## src/rtl/router_pkg.sv

```systemverilog
// Shared definitions for the 1x3 router: FSM state encoding, address constants
// and a small per-port flag selector used by the FSM, synchronizer and register block.
package router_pkg;

  localparam int NUM_PORTS = 3;

  localparam logic [1:0] INVALID_ADDR = 2'b11;

  // Binary 3-bit state encoding
  localparam logic [2:0] DECODE_ADDRESS     = 3'd0;
  localparam logic [2:0] LOAD_FIRST_DATA    = 3'd1;
  localparam logic [2:0] LOAD_DATA          = 3'd2;
  localparam logic [2:0] FIFO_FULL_STATE    = 3'd3;
  localparam logic [2:0] LOAD_AFTER_FULL    = 3'd4;
  localparam logic [2:0] LOAD_PARITY        = 3'd5;
  localparam logic [2:0] CHECK_PARITY_ERROR = 3'd6;
  localparam logic [2:0] WAIT_TILL_EMPTY    = 3'd7;

  // Selects the flag of port idx; an out-of-range index reads as 0.
  function automatic logic port_bit(input logic [NUM_PORTS-1:0] v, input logic [1:0] idx);
    port_bit = 1'b0;
    for (int k = 0; k < NUM_PORTS; k++)
      if (idx == 2'(k)) port_bit = v[k];
  endfunction

endpackage

```

## src/rtl/router_fsm.sv

```systemverilog
// Packet-sequencing controller for the 1x3 router: address decode, drain wait,
// header/payload/parity loading and FIFO-full pause. Outputs are Moore decodes.
module router_fsm
  import router_pkg::*;
(
  input  logic       clk,
  input  logic       rst,
  input  logic       pkt_valid,
  input  logic [1:0] data_in,
  input  logic       fifo_full,
  input  logic       empty_0,
  input  logic       empty_1,
  input  logic       empty_2,
  input  logic       sft_rst0,
  input  logic       sft_rst1,
  input  logic       sft_rst2,
  input  logic       parity_done,
  input  logic       low_pkt_valid,
  output logic       detect_add,
  output logic       lfd_state,
  output logic       ld_state,
  output logic       laf_state,
  output logic       full_state,
  output logic       rst_int_reg,
  output logic       wrt_enb_reg,
  output logic       busy,
  output logic [1:0] port_sel
);

  logic [2:0]           state_q, state_d;
  logic [1:0]           port_sel_q, port_sel_d;
  logic [NUM_PORTS-1:0] empty_v, sft_v;
  logic                 addr_ok;

  assign empty_v = {empty_2, empty_1, empty_0};
  assign sft_v   = {sft_rst2, sft_rst1, sft_rst0};
  assign addr_ok = pkt_valid && (data_in != INVALID_ADDR);

  always_comb begin
    state_d = state_q;
    unique case (state_q)
      DECODE_ADDRESS:
        if (addr_ok)
          state_d = port_bit(empty_v, data_in) ? LOAD_FIRST_DATA : WAIT_TILL_EMPTY;
      WAIT_TILL_EMPTY:
        if (port_bit(empty_v, port_sel_q)) state_d = LOAD_FIRST_DATA;
      LOAD_FIRST_DATA:
        state_d = LOAD_DATA;
      LOAD_DATA:
        if (fifo_full)       state_d = FIFO_FULL_STATE;
        else if (!pkt_valid) state_d = LOAD_PARITY;
      FIFO_FULL_STATE:
        if (!fifo_full) state_d = LOAD_AFTER_FULL;
      LOAD_AFTER_FULL:
        if (parity_done)        state_d = DECODE_ADDRESS;
        else if (low_pkt_valid) state_d = LOAD_PARITY;
        else                    state_d = LOAD_DATA;
      LOAD_PARITY:
        state_d = CHECK_PARITY_ERROR;
      CHECK_PARITY_ERROR:
        state_d = fifo_full ? FIFO_FULL_STATE : DECODE_ADDRESS;
      default:
        state_d = DECODE_ADDRESS;
    endcase
    // A timeout on the selected port abandons the packet from any busy state
    if (state_q != DECODE_ADDRESS && port_bit(sft_v, port_sel_q))
      state_d = DECODE_ADDRESS;
  end

  always_comb begin
    port_sel_d = port_sel_q;
    if (state_q == DECODE_ADDRESS && addr_ok) port_sel_d = data_in;
  end

  always_ff @(posedge clk or negedge rst) begin
    if (!rst) begin
      state_q    <= DECODE_ADDRESS;
      port_sel_q <= 2'd0;
    end else begin
      state_q    <= state_d;
      port_sel_q <= port_sel_d;
    end
  end

  assign detect_add  = (state_q == DECODE_ADDRESS);
  assign lfd_state   = (state_q == LOAD_FIRST_DATA);
  assign ld_state    = (state_q == LOAD_DATA);
  assign laf_state   = (state_q == LOAD_AFTER_FULL);
  assign full_state  = (state_q == FIFO_FULL_STATE);
  assign rst_int_reg = (state_q == CHECK_PARITY_ERROR);
  assign wrt_enb_reg = ld_state || laf_state || (state_q == LOAD_PARITY);
  assign busy        = !(detect_add || ld_state);
  assign port_sel    = port_sel_q;

endmodule

```

## config.mk

```make
export PLATFORM = sky130hd
export DESIGN_NAME = router_fsm
export DESIGN_NICKNAME = d
export VERILOG_FILES = /design/src/rtl/router_pkg.sv /design/src/rtl/router_fsm.sv
export SDC_FILE = /design/constraint.sdc
export NUM_CORES = 1
export LEC_CHECK = 0
export ABC_AREA = 0
export BUFFER_PORTS_ARGS = -buffer_cell sky130_fd_sc_hd__buf_2
export CORE_UTILIZATION = 30
export CTS_BUF_LIST = sky130_fd_sc_hd__clkbuf_4
export CTS_CLUSTER_SIZE = 10
export DETAILED_ROUTE_END_ITERATION = 10
export PLACE_DENSITY = 0.63
export SLEW_MARGIN = 10
export SYNTH_ARGS = -nofsm -noshare
export SYNTH_HDL_FRONTEND = slang
export SYNTH_SLANG_ARGS = --single-unit
```

## constraint.sdc

```tcl
create_clock -name clk -period 1.55 [get_ports clk]
set_input_delay 0.2325 -clock clk [delete_from_list [all_inputs] [get_ports clk]]
set_output_delay 0.2325 -clock clk [all_outputs]
set_load 0.1 [all_outputs]
```

==> flow_summary.json, run 1 <==
{
  "synth.avg_cell_area_sq_um": 8.38,
  "syn-num-nets": 73,
  "placed_area_sq_um": 868,
  "muxShareOfSynthArea_pct": 9.11,
  "worst_slack_ns": -0.0228,
  "synthSimpleGateAreaFrac_pct": 29.4,
  "areaGrowthSynthToFinish_pct": 99.5,
  "drcViolationCount": 0,
  "synth_compound_area_share_pct": 28.9,
  "worstHoldStart": "data_in[0]",
  "grt_max_degree": 10,
  "critPathMaxFanout": 7,
  "drv_slew": 0,
  "worst_pin_slew_ns": 0.484,
  "vias_per_cell": 5.16,
  "worst_setup_path_start_kind": "register",
  "synthDistinctLibCells": 33,
  "ys_ff_latch": 5,
  "netlist_instances": 59,
  "die_h_um": 42.6,
  "cp-end-kind": "primary output",
  "antenna_cells": 0,
  "antenna_left": 0,
  "ios": 24,
  "first_iter_violations": 8,
  "place_inst": 105,
  "min_to": "port_sel[0]",
  "clkSinkCount": 5,
  "nNetsFinal": 112,
  "grt_util_all_layers_pct": 17.1,
  "rsz0062_at_grt": "true",
  "failed_checks": "negative setup slack",
  "final_hold_viol_count": 0,
  "synth_top_family_by_area": "simple AND/OR/NAND/NOR gates",
  "finClkSkew_ns": 0.000974,
  "synth_area_sq_um": 494,
  "wire_per_inst_um": 12.8,
  "r2r-end": "state_q[1]",
  "num_rows": 14,
  "gr-total-overflow": 0,
  "drt_first_pass_iters": 4,
  "path_clk_slew_ns": 0.04,
  "post-route-cell-area_sq_um": 986,
  "maxCapViolations": 0,
  "vias": 583,
  "crit_arrival_ns": 1.34,
  "synth_fa_ha_area_share_pct": 0,
  "r2r_cells": 6,
  "portBuffers": 23,
  "dpl.hpwl_um": 1120,
  "start_util_pct": 32.4,
  "clkLatencyLatePin_ns": 0.24,
  "core-area_sq_mm": 0.00152,
  "synth_xor_area_share_pct": 0,
  "cts_max_level": 1,
  "final_common_cell": "buf_2",
  "slowest_delay_ns": 0.44,
  "path_buf_inv": 3,
  "die_area_sq_mm": 0.00181,
  "hold_path_class": "in2reg",
  "setup_violations": 1,
  "grt_pass1_wl_um": 2380,
  "path_common_cell": "buf_6",
  "yosysWarningCount": 0,
  "rrSetupSlack_ns": 0.05,
  "yosysSeqAreaShare_pct": 25.3,
  "finalCriticalPeriod_ns": 1.57,
  "grt_pass1_vias": 586,
  "cp_top_family": "buffers and inverters",
  "cts_buffer_depth": 2,
  "wirelength_um": 1450,
  "die_w_um": 42.6,
  "antenna_found_initial": 0,
  "path_cells": "buf_6 -> nor3b_4 -> buf_6 -> buf_12",
  "finalCritPeriodShare_pct": 101,
  "clock-root-buffer": "clkbuf_4",
  "slew-limit-headroom_pct": 67.9,
  "slowest_stage": "dfrtp_2",
  "whs_ns": 0.322,
  "crit_type": "reg2out",
  "fmax_ghz": 0.636,
  "status": "finished, violations left",
  "r2r_start": "state_q[2]",
  "final_cell_mix": "15 x buf_2, 8 x buf_12, 7 x buf_6, 6 x buf_4",
  "min_path_cells": 2,
  "drive_above_1_share_pct": 66.0,
  "gp_congestion": 0.835,
  "cts_made_buffers": 3,
  "crit_required_ns": 1.32,
  "instances_no_fill": 113,
  "cts_tree": "done"
}
-- per-layer routing --
metal	up-vias	track usage [%]	part of all wire [%]
li1	295	-	-
met1	279	21.6	46
met2	9	28.6	53
met3	0	2.59	1.4
met4	0	7.50	0
met5	-	0	0
-- state kept, by name, indices dropped and copies added, names as in the netlist --
register,count
port_sel,2
state_q,3
-- worst register-to-register path: stages, from the launching register on --
cell	delay, ns
dfrtp_2	0.45
buf_6	0.14
nor3_4	0.19
buf_4	0.16
o311ai_2	0.12
a311oi_1	0.26
nor2_1	0.07
-- metrics by stage --
stage / worst slack [ns] / utilization (%) / setup TNS (ns)
after floorplan: -0.501 / - / -2.62
after global placement: 0.0722 / 57.0 / 0
after detailed placement: 0.0282 / 57.0 / 0
after CTS: -0.0134 / 61.5 / -0.0243
after global routing: -0.0665 / 64.7 / -0.115
final: -0.0228 / 64.7 / -0.0228
-- worst max-delay path by stage --
| stage | startpoint | end | slack, ns | cells after the start |
|---|---|---|---|---|
| after floorplan | state_q[1] | state_q[1] | -0.50 | 5 |
| after global placement | state_q[0] | state_q[1] | 0.07 | 5 |
| after detailed placement | state_q[2] | state_q[0] | 0.03 | 4 |
| after CTS | state_q[0] | laf_state | -0.01 | 4 |
| after global routing | state_q[0] | laf_state | -0.07 | 4 |
| final | state_q[0] | laf_state | -0.02 | 4 |
-- area by class of cell --
| cell class | count | area, sq um |
|---|---|---|
| Multi-Input combinational cell | 46 | 415 |
| Inverter | 5 | 21.3 |
| Tap cell | 16 | 20.0 |
| Timing Repair Buffer | 37 | 369 |
| Sequential cell | 5 | 130 |
| Fill cell | 114 | 538 |
| Clock buffer | 4 | 30.0 |
-- synthesized netlist by cell type --
| library cell | n | area share, % |
|---|---|---|
| or2_2 | 1 | 1.3 |
| a221oi_1 | 1 | 1.8 |
| inv_1 | 5 | 3.8 |
| nor3_2 | 1 | 2.0 |
| a21oi_1 | 2 | 2.0 |
| nor2_1 | 6 | 4.6 |
| nor3b_1 | 1 | 1.5 |
| a21oi_2 | 2 | 3.5 |
| a22oi_1 | 1 | 1.5 |
| nand3_1 | 1 | 1.0 |
| a311oi_1 | 1 | 1.8 |
| a221oi_2 | 1 | 3.0 |
| nand2b_1 | 3 | 3.8 |
| a21bo_1 | 1 | 2.0 |
| a2111o_1 | 1 | 2.3 |
| o22a_1 | 1 | 1.8 |
| nor3_1 | 1 | 1.0 |
| o311ai_1 | 1 | 1.8 |
| nand2_1 | 3 | 2.3 |
| buf_4 | 1 | 1.5 |
| buf_2 | 2 | 2.0 |
| dfrtp_1 | 5 | 25 |
| o31ai_1 | 1 | 1.5 |
| and3b_1 | 1 | 1.8 |
| or4bb_1 | 1 | 2.3 |
| or3b_1 | 1 | 1.8 |
| o21ai_0 | 4 | 4.1 |
| mux2_2 | 4 | 9.1 |
| or2_0 | 1 | 1.3 |
| or3b_2 | 1 | 1.8 |
| or3_1 | 1 | 1.3 |
| and2b_2 | 1 | 1.8 |
| a22o_1 | 1 | 1.8 |
-- logic make-up after synthesis --
logic type,after synthesis
mux,4
simple gates,24
compound gates,18
buf+inv,8
flops,5
-- timing repair --
| action | CTS | global route |
|---|---|---|
| resized for setup | 6 | 8 |
| hold buffers | 1 | 0 |
| pin swaps | 1 | 1 |
| buffers inserted | 1 | 2 |
| hold endpoints to repair | 5 | 0 |
| setup endpoints to repair | 6 | 7 |
Power of run 1 is not shown: default switching activity piles up to over one toggle a cycle in this logic, so the estimate is an artifact.
==> inputs of run 2 (changes only) <==
Settings changed: RECOVER_POWER from default to 50.
==> flow_summary.json, run 2 (synthesis gave the netlist of run 1 again) <==
{
  "die_h_um": 42.6,
  "worst_slack_ns": -0.0228,
  "whs_ns": 0.322,
  "slowest_stage": "dfrtp_2",
  "grt_util_all_layers_pct": 17.1,
  "num_rows": 14,
  "antenna_cells": 0,
  "wirelength_um": 1450,
  "crit_type": "reg2out",
  "final_common_cell": "buf_2",
  "fmax_ghz": 0.636,
  "antenna_found_initial": 0,
  "first_iter_violations": 8,
  "r2r_cells": 6,
  "die_area_sq_mm": 0.00181,
  "clkSinkCount": 5,
  "vias_per_cell": 5.16,
  "antenna_left": 0,
  "path_clk_slew_ns": 0.04,
  "instances_no_fill": 113,
  "top_register": "state_q",
  "gp_congestion": 0.835,
  "path_cells": "buf_6 -> nor3b_4 -> buf_6 -> buf_12",
  "finClkSkew_ns": 0.000974,
  "worstHoldStart": "data_in[0]",
  "post-place-ws_ns": 0.0282,
  "drive_above_1_share_pct": 64.9,
  "min_path_cells": 2,
  "wire_per_inst_um": 12.8,
  "portBuffers": 23,
  "failed_checks": "negative setup slack",
  "r2r_start": "state_q[2]",
  "crit_arrival_ns": 1.34,
  "core-area_sq_mm": 0.00152,
  "critPathMaxFanout": 7,
  "grt_pass1_wl_um": 2380,
  "cp-end-kind": "primary output",
  "min_to": "port_sel[0]",
  "clock-root-buffer": "clkbuf_4",
  "ios": 24,
  "final_cell_mix": "13 x buf_2, 8 x buf_12, 7 x buf_6, 6 x buf_4",
  "crit_start": "state_q[0]",
  "maxCapViolations": 0,
  "drcViolationCount": 0,
  "rsz0062_at_grt": "true",
  "drv_slew": 0,
  "utilization_pct": 64.6,
  "clkLatencyLatePin_ns": 0.24,
  "dpl.hpwl_um": 1120,
  "cts_buffer_depth": 2,
  "drt_first_pass_iters": 4,
  "cts_tree": "done",
  "register_area_sq_um": 130,
  "status": "finished, violations left",
  "cts_max_level": 1,
  "n_fill_cell": 114,
  "cp_top_family": "buffers and inverters",
  "final_hold_viol_count": 0,
  "slowest_delay_ns": 0.44,
  "worst_setup_path_start_kind": "register",
  "nNetsFinal": 112,
  "crit_required_ns": 1.32,
  "setup_violations": 1,
  "slew-limit-headroom_pct": 64.2,
  "multiInputGateArea_sq_um": 415,
  "grt_pass1_vias": 586,
  "largest_reg_flops": 3,
  "worst_pin_slew_ns": 0.539,
  "hold_path_class": "in2reg",
  "r2r-end": "state_q[1]",
  "path_buf_inv": 3,
  "gr-total-overflow": 0,
  "grt_max_degree": 10,
  "vias": 583,
  "finalCriticalPeriod_ns": 1.57,
  "die_w_um": 42.6,
  "rrSetupSlack_ns": 0.05,
  "start_util_pct": 32.4,
  "finalCritPeriodShare_pct": 101,
  "path_common_cell": "buf_6",
  "areaGrowthSynthToFinish_pct": 99.2,
  "place_inst": 105,
  "cts_made_buffers": 3
}
-- run 2: repair_timing --
item                       4_1_cts  5_1_grt
hold buffers                     1        0
pin swaps                        1        1
gates resized for setup          6        8
hold endpoints to repair         5        0
buffers inserted                 1        2
setup endpoints to repair        6        7
-- run 2: how the worst max path moves through the flow --
stage,cells past startpoint,to,slack [ns]
6_report,4,laf_state,-0.02
5_1_grt,4,laf_state,-0.07
3_3_place_gp,5,state_q[1],0.07
4_1_cts,4,laf_state,-0.01
3_5_place_dp,4,state_q[0],0.03
2_1_floorplan,5,state_q[1],-0.50
-- run 2: through the flow --
stage / setup TNS [ns] / cell area (sq um)
finish: -0.0228 / 985
floorplan: -2.62 / 568
CTS: -0.0243 / 937
detailed placement: 0 / 868
global placement: 0 / 868
global route: -0.115 / 985
-- run 2: per-layer routing --
layer / wire, um / track usage (%) / vias to the layer above
li1: - / - / 295
met1: 657 / 21.6 / 279
met5: 0 / 0 / -
met3: 20 / 2.59 / 0
met2: 767 / 28.6 / 9
met4: 0 / 7.50 / 0
-- run 2: area by class of cell --
cell class | instances | share of cell area [%]
Tap cell | 16 | 2.03
Timing Repair Buffer | 37 | 37.4
Sequential cell | 5 | 13.2
Inverter | 5 | 2.16
Multi-Input combinational cell | 46 | 42.2
Clock buffer | 4 | 3.05
Power of run 2 is left out for the same reason.
